## src/rtl/tff_toggle_gen.sv

```systemverilog
// -----------------------------------------------------------------------------
// tff_toggle_gen
// Toggle-request generator for the toggle flip-flop stage. A raw push-button
// is synchronized and debounced, and each clean press yields one single-cycle
// pulse on t. In auto mode a programmable prescaler also emits a pulse every
// div+1 cycles. Coincident press and auto events merge into one pulse.
//
// Ports:
//   clk        rising-edge clock for all state
//   reset      asynchronous, active-high; clears all state immediately
//   btn_in     raw, asynchronous, bouncing button level
//   auto_en    synchronous enable for periodic pulses
//   div        auto period minus one (period is div+1 cycles)
//   t          registered toggle request, one cycle wide per event
//   btn_level  registered debounced button level
// -----------------------------------------------------------------------------
module tff_toggle_gen #(
  parameter int DEBOUNCE_CYCLES = 4,
  parameter int DIV_WIDTH       = 8
) (
  input  logic                 clk,
  input  logic                 reset,
  input  logic                 btn_in,
  input  logic                 auto_en,
  input  logic [DIV_WIDTH-1:0] div,
  output logic                 t,
  output logic                 btn_level
);

  // Counter only ever needs to reach DEBOUNCE_CYCLES-1.
  localparam int               CNT_W   = $clog2(DEBOUNCE_CYCLES);
  localparam logic [CNT_W-1:0] CNT_MAX = CNT_W'(DEBOUNCE_CYCLES - 1);
  localparam logic [CNT_W-1:0] CNT_ONE = CNT_W'(1);
  localparam logic [DIV_WIDTH-1:0] PRE_ONE = DIV_WIDTH'(1);

  localparam logic [1:0] ST_IDLE      = 2'd0;
  localparam logic [1:0] ST_WAIT_HIGH = 2'd1;
  localparam logic [1:0] ST_PRESSED   = 2'd2;
  localparam logic [1:0] ST_WAIT_LOW  = 2'd3;

  logic                 sync1_r;
  logic                 sync2_r;
  logic [1:0]           state_r;
  logic [1:0]           state_s;
  logic [CNT_W-1:0]     cnt_r;
  logic [CNT_W-1:0]     cnt_s;
  logic                 press_s;
  logic                 level_s;
  logic [DIV_WIDTH-1:0] pre_r;
  logic [DIV_WIDTH-1:0] pre_s;
  logic                 auto_s;
  logic                 t_r;
  logic                 btn_level_r;

  // Two-flop synchronizer for the asynchronous button input.
  always_ff @(posedge clk or posedge reset) begin
    if (reset) begin
      sync1_r <= 1'b0;
      sync2_r <= 1'b0;
    end else begin
      sync1_r <= btn_in;
      sync2_r <= sync1_r;
    end
  end

  // Debounce next-state logic; a level change must hold for DEBOUNCE_CYCLES
  // consecutive synchronized samples, any glitch restarts qualification.
  always_comb begin
    state_s = state_r;
    cnt_s   = cnt_r;
    press_s = 1'b0;
    case (state_r)
      ST_IDLE: begin
        if (sync2_r) begin
          state_s = ST_WAIT_HIGH;
          cnt_s   = CNT_ONE;
        end else begin
          state_s = ST_IDLE;
          cnt_s   = '0;
        end
      end
      ST_WAIT_HIGH: begin
        if (!sync2_r) begin
          state_s = ST_IDLE;
          cnt_s   = '0;
        end else if (cnt_r == CNT_MAX) begin
          state_s = ST_PRESSED;
          cnt_s   = '0;
          press_s = 1'b1;
        end else begin
          state_s = ST_WAIT_HIGH;
          cnt_s   = cnt_r + CNT_ONE;
        end
      end
      ST_PRESSED: begin
        if (!sync2_r) begin
          state_s = ST_WAIT_LOW;
          cnt_s   = CNT_ONE;
        end else begin
          state_s = ST_PRESSED;
          cnt_s   = '0;
        end
      end
      ST_WAIT_LOW: begin
        // Release qualification never generates a pulse.
        if (sync2_r) begin
          state_s = ST_PRESSED;
          cnt_s   = '0;
        end else if (cnt_r == CNT_MAX) begin
          state_s = ST_IDLE;
          cnt_s   = '0;
        end else begin
          state_s = ST_WAIT_LOW;
          cnt_s   = cnt_r + CNT_ONE;
        end
      end
      default: begin
        state_s = ST_IDLE;
        cnt_s   = '0;
      end
    endcase
  end

  // Debounced level follows the next state so it is registered with it.
  always_comb begin
    if ((state_s == ST_PRESSED) || (state_s == ST_WAIT_LOW)) begin
      level_s = 1'b1;
    end else begin
      level_s = 1'b0;
    end
  end

  // Prescaler next-state; >= lets a div lowered below pre wrap immediately.
  always_comb begin
    if (!auto_en) begin
      pre_s  = '0;
      auto_s = 1'b0;
    end else if (pre_r >= div) begin
      pre_s  = '0;
      auto_s = 1'b1;
    end else begin
      pre_s  = pre_r + PRE_ONE;
      auto_s = 1'b0;
    end
  end

  // State, counters and registered outputs.
  always_ff @(posedge clk or posedge reset) begin
    if (reset) begin
      state_r     <= ST_IDLE;
      cnt_r       <= '0;
      pre_r       <= '0;
      t_r         <= 1'b0;
      btn_level_r <= 1'b0;
    end else begin
      state_r     <= state_s;
      cnt_r       <= cnt_s;
      pre_r       <= pre_s;
      t_r         <= press_s | auto_s;
      btn_level_r <= level_s;
    end
  end

  assign t         = t_r;
  assign btn_level = btn_level_r;

endmodule

```

## config.mk

```make
export PLATFORM = sky130hd
export DESIGN_NAME = tff_toggle_gen
export DESIGN_NICKNAME = d
export VERILOG_FILES = /design/src/rtl/tff_toggle_gen.sv
export SDC_FILE = /design/constraint.sdc
export NUM_CORES = 1
export LEC_CHECK = 0
export BUFFER_PORTS_ARGS = -buffer_cell sky130_fd_sc_hd__buf_2
export CORE_MARGIN = 2
export CORE_UTILIZATION = 57
export DETAILED_ROUTE_END_ITERATION = 6
export PLACE_DENSITY = 0.81
export SLEW_MARGIN = 5
export SYNTH_ARGS = -nofsm -noshare
export SYNTH_HDL_FRONTEND = slang
export SYNTH_SLANG_ARGS = --single-unit
```

## constraint.sdc

```tcl
create_clock -name clk -period 3.5 [get_ports clk]
set_input_delay 0 -clock clk [delete_from_list [all_inputs] [get_ports clk]]
set_output_delay 0 -clock clk [all_outputs]
set_load 0.05 [all_outputs]
```

==> impl_results.md <==
* DP HPWL at ~1100 um
* Routed via count at ~560
* Top cells by area, synth: dfrtp_1 46%, ha_1 15%, xor2_1 5.3%
* Average size of a mapped cell at 10.96 sq um
* CP Max Fanout at 4
* Pin count of the biggest net entering global routing at 16
* Post-route ant nets at 0
* CP required at about 3.7 ns
* Run status: completed
* Total CTS buffers at 3
* Worst Clk Skew at about 0.0046 ns
* Die ar. at between 1500 and 2000 sq um
* Slew Viols, Final at 0
* Crit-path cells: inv_1 -> ha_1 -> nand2b_4 -> a2111oi_4 -> o21ai_1 -> a21o_1
* Final Hold Fails at 0
* First-pass GRT wire length at around 2400 um
* Final worst slack at ~1.8 ns
* CTS tree: yes
* Hold WC Path Type: in2async
* Total chip power at approximately 0.42 mW
* Setup violators final at 0
* Sink Count at 15
* Initial antenna violation count at 0
* Relative max-transition margin at 63.76%
* Hold_ws at approximately 0.31 ns
* Clock slew at reported path FFs at ~0.09 ns
* DRT iter0 DRCs at 3
* Sequential share of the synthesized area at a little under half
* Critical path type: reg2reg
* Commonest non-fill, non-tap cell in the layout: dfrtp_1
* Dpl ws at around 1.8 ns
* Dpl cell area at 905.9 sq um
* Power Density at around 440 nW/um^2
* Final Cycle Share at between 40% and 50%
* Drt first pass iters at 4
* Post-Syn Instances at between 70 and 80
* WL per Instance at 12.26 um
* VDD IR max at approximately 300 uV
* Ys Warns at 0
* Synth Net Count at slightly below 100
* Unrepaired setup endpoints after global routing: no
* Count of input and output buffers at 13
* Commonest non-fill, non-tap cells in the layout: 15 x dfrtp_1, 13 x buf_2, 11 x inv_1
* Die X at 41.98 um
* CP peak stage delay at ~0.42 ns
* Post-route cell area at around 960 sq um
* Core Area at approximately 1300 sq um
* Layout cells sized above 1 at around 22%
* Max Freq at 590.5 MHz
* Root Buffer: clkbuf_4
* Setup TNS at 0 ns
* Worst skew pair latency at 0.28 ns
* Post-synthesis cell area at between 800 and 900 sq um
* Crit-path slowest cell: a2111oi_4
* FP Rows at 13
* Placer Congestion at approximately 0.73
* Yosys top cell by area: dfrtp_1
* Vias in the first global route at ~560
* Nets at around 120
* Gr ovfl total at 0
* DRC Markers at 0
* Via/cell ratio at 5.055
* Leakage power at 0.5237 nW
* Post-Route WL at 1349 um
* # diodes at 0
* Gr usage total at between 15 and 20%
* P&R area growth vs syn at 17.20%
* Arrival time at the worst endpoint at around 1.9 ns
* Clk buf depth at 2
* Share of the synthesized area in the top cell type at 45.66%
* Die height at approximately 42 um
* Actual slew at the worst max-slew pin at ~0.54 ns
* Maxcap violations at 0
* Yosys cell types at 21
* # IOs at 14
* Period minus WS final at approximately 1.7 ns
* Htree depth at 1
* Critical path endpoint category: flip-flop
* Starting density of the core at between 60 and 70%
* Startpoint type of the worst setup path: flip-flop
* Yosys reg bits at 15
## kinds of logic (layout without fill, tap and decap cells)
logic type,after synthesis,after routing,synth area share [%]
simple gates,21,21,13.09
flops,15,15,45.66
buf+inv,11,31,5.023
fa+ha+maj,10,10,15.22
compound gates,10,10,12.18
xor+xnor,7,7,7.458
mux,1,1,1.370
## worst max-delay path, delay by kind of cell, from the launching register on
| family | cells | cell delay (ns) |
|---|---|---|
| flip-flops | 1 | 0.39 |
| AND/OR/NAND/NOR | 1 | 0.15 |
| adder cells (fa/ha/maj) | 1 | 0.27 |
| buffers and inverters | 1 | 0.06 |
| AO/OA/AOI/OAI | 3 | 0.73 |
## Yosys cell counts
library cell  number
xnor2_1            2
and3_1             3
o21ai_1            2
xor2_1             5
nand3_1            4
o21a_1             1
nand2b_4           1
inv_1             11
nor3b_1            1
a2111oi_4          1
a21o_1             1
mux2_2             1
a211o_1            1
a21boi_1           1
a21oi_1            2
and2_1             1
ha_1              10
nand2_1            3
nor2_1             8
dfrtp_1           15
o211ai_4           1
## sequential cells by signal, summed over array words and instances, names as in the netlist
name	cells
pre_r	8
sync1_r	1
btn_level	1
cnt_r	2
state_r	1
t	1
sync2_r	1
## per-layer routing
metal  vias to the layer above  wire (um)  share of wire [%]  global-route usage [%]
met3                         2         64                4.7                   4.310
li1                        289          -                  -                       -
met4                         0         11               0.82                   9.677
met5                         -          0                  0                       0
met2                        13        689                 51                   30.31
met1                       252        584                 43                   22.79
## final cells by class
class	count	area, sq um
clock inverter	1	5.005
multi-input combinational	49	405.4
clock buffer	3	22.52
sequential	15	375.4
timing repair buffer	16	95.09
inverter	11	41.29
fill	88	354.1
tap	15	18.77
## worst paths after layout
kind                                    start                  to  slack [ns]  cells past startpoint
setup / recovery           pre_r[0]$_DFF_PP0_         t$_DFF_PP0_        1.81                      6
hold / removal                          reset   sync2_r$_DFF_PP0_        0.31                      3
setup reg to reg           pre_r[0]$_DFF_PP0_         t$_DFF_PP0_        1.81                      6
hold reg to reg             sync1_r$_DFF_PP0_   sync2_r$_DFF_PP0_        0.35                      0
max in group asynchronous               reset  pre_r[7]$_DFF_PP0_        2.83                      3
min in group clk            sync1_r$_DFF_PP0_   sync2_r$_DFF_PP0_        0.35                      0
## stage by stage
| step | util (%) | cells |
|---|---|---|
| 2_1_floorplan | - | 75 |
| 3_3_place_gp | 68.76 | 103 |
| 3_5_place_dp | 68.76 | 103 |
| 4_1_cts | 73.12 | 110 |
| 5_1_grt | 73.12 | 110 |
| 6_report | 73.12 | 110 |
## report_power, final
group / internal [mW] / switching, mW
Combinational: 0.0480 / 0.0593
Clock: 0.0424 / 0.0543
Sequential: 0.201 / 0.0183
Total: 0.291 / 0.132
## timing repair
item,in CTS,in global routing
buffers inserted,0,0
setup endpoints to repair,0,0
hold buffers,3,0
resized for setup,0,0
endpoints found under the hold margin,17,0
No activity file was read; power rests on OpenSTA's default activity.
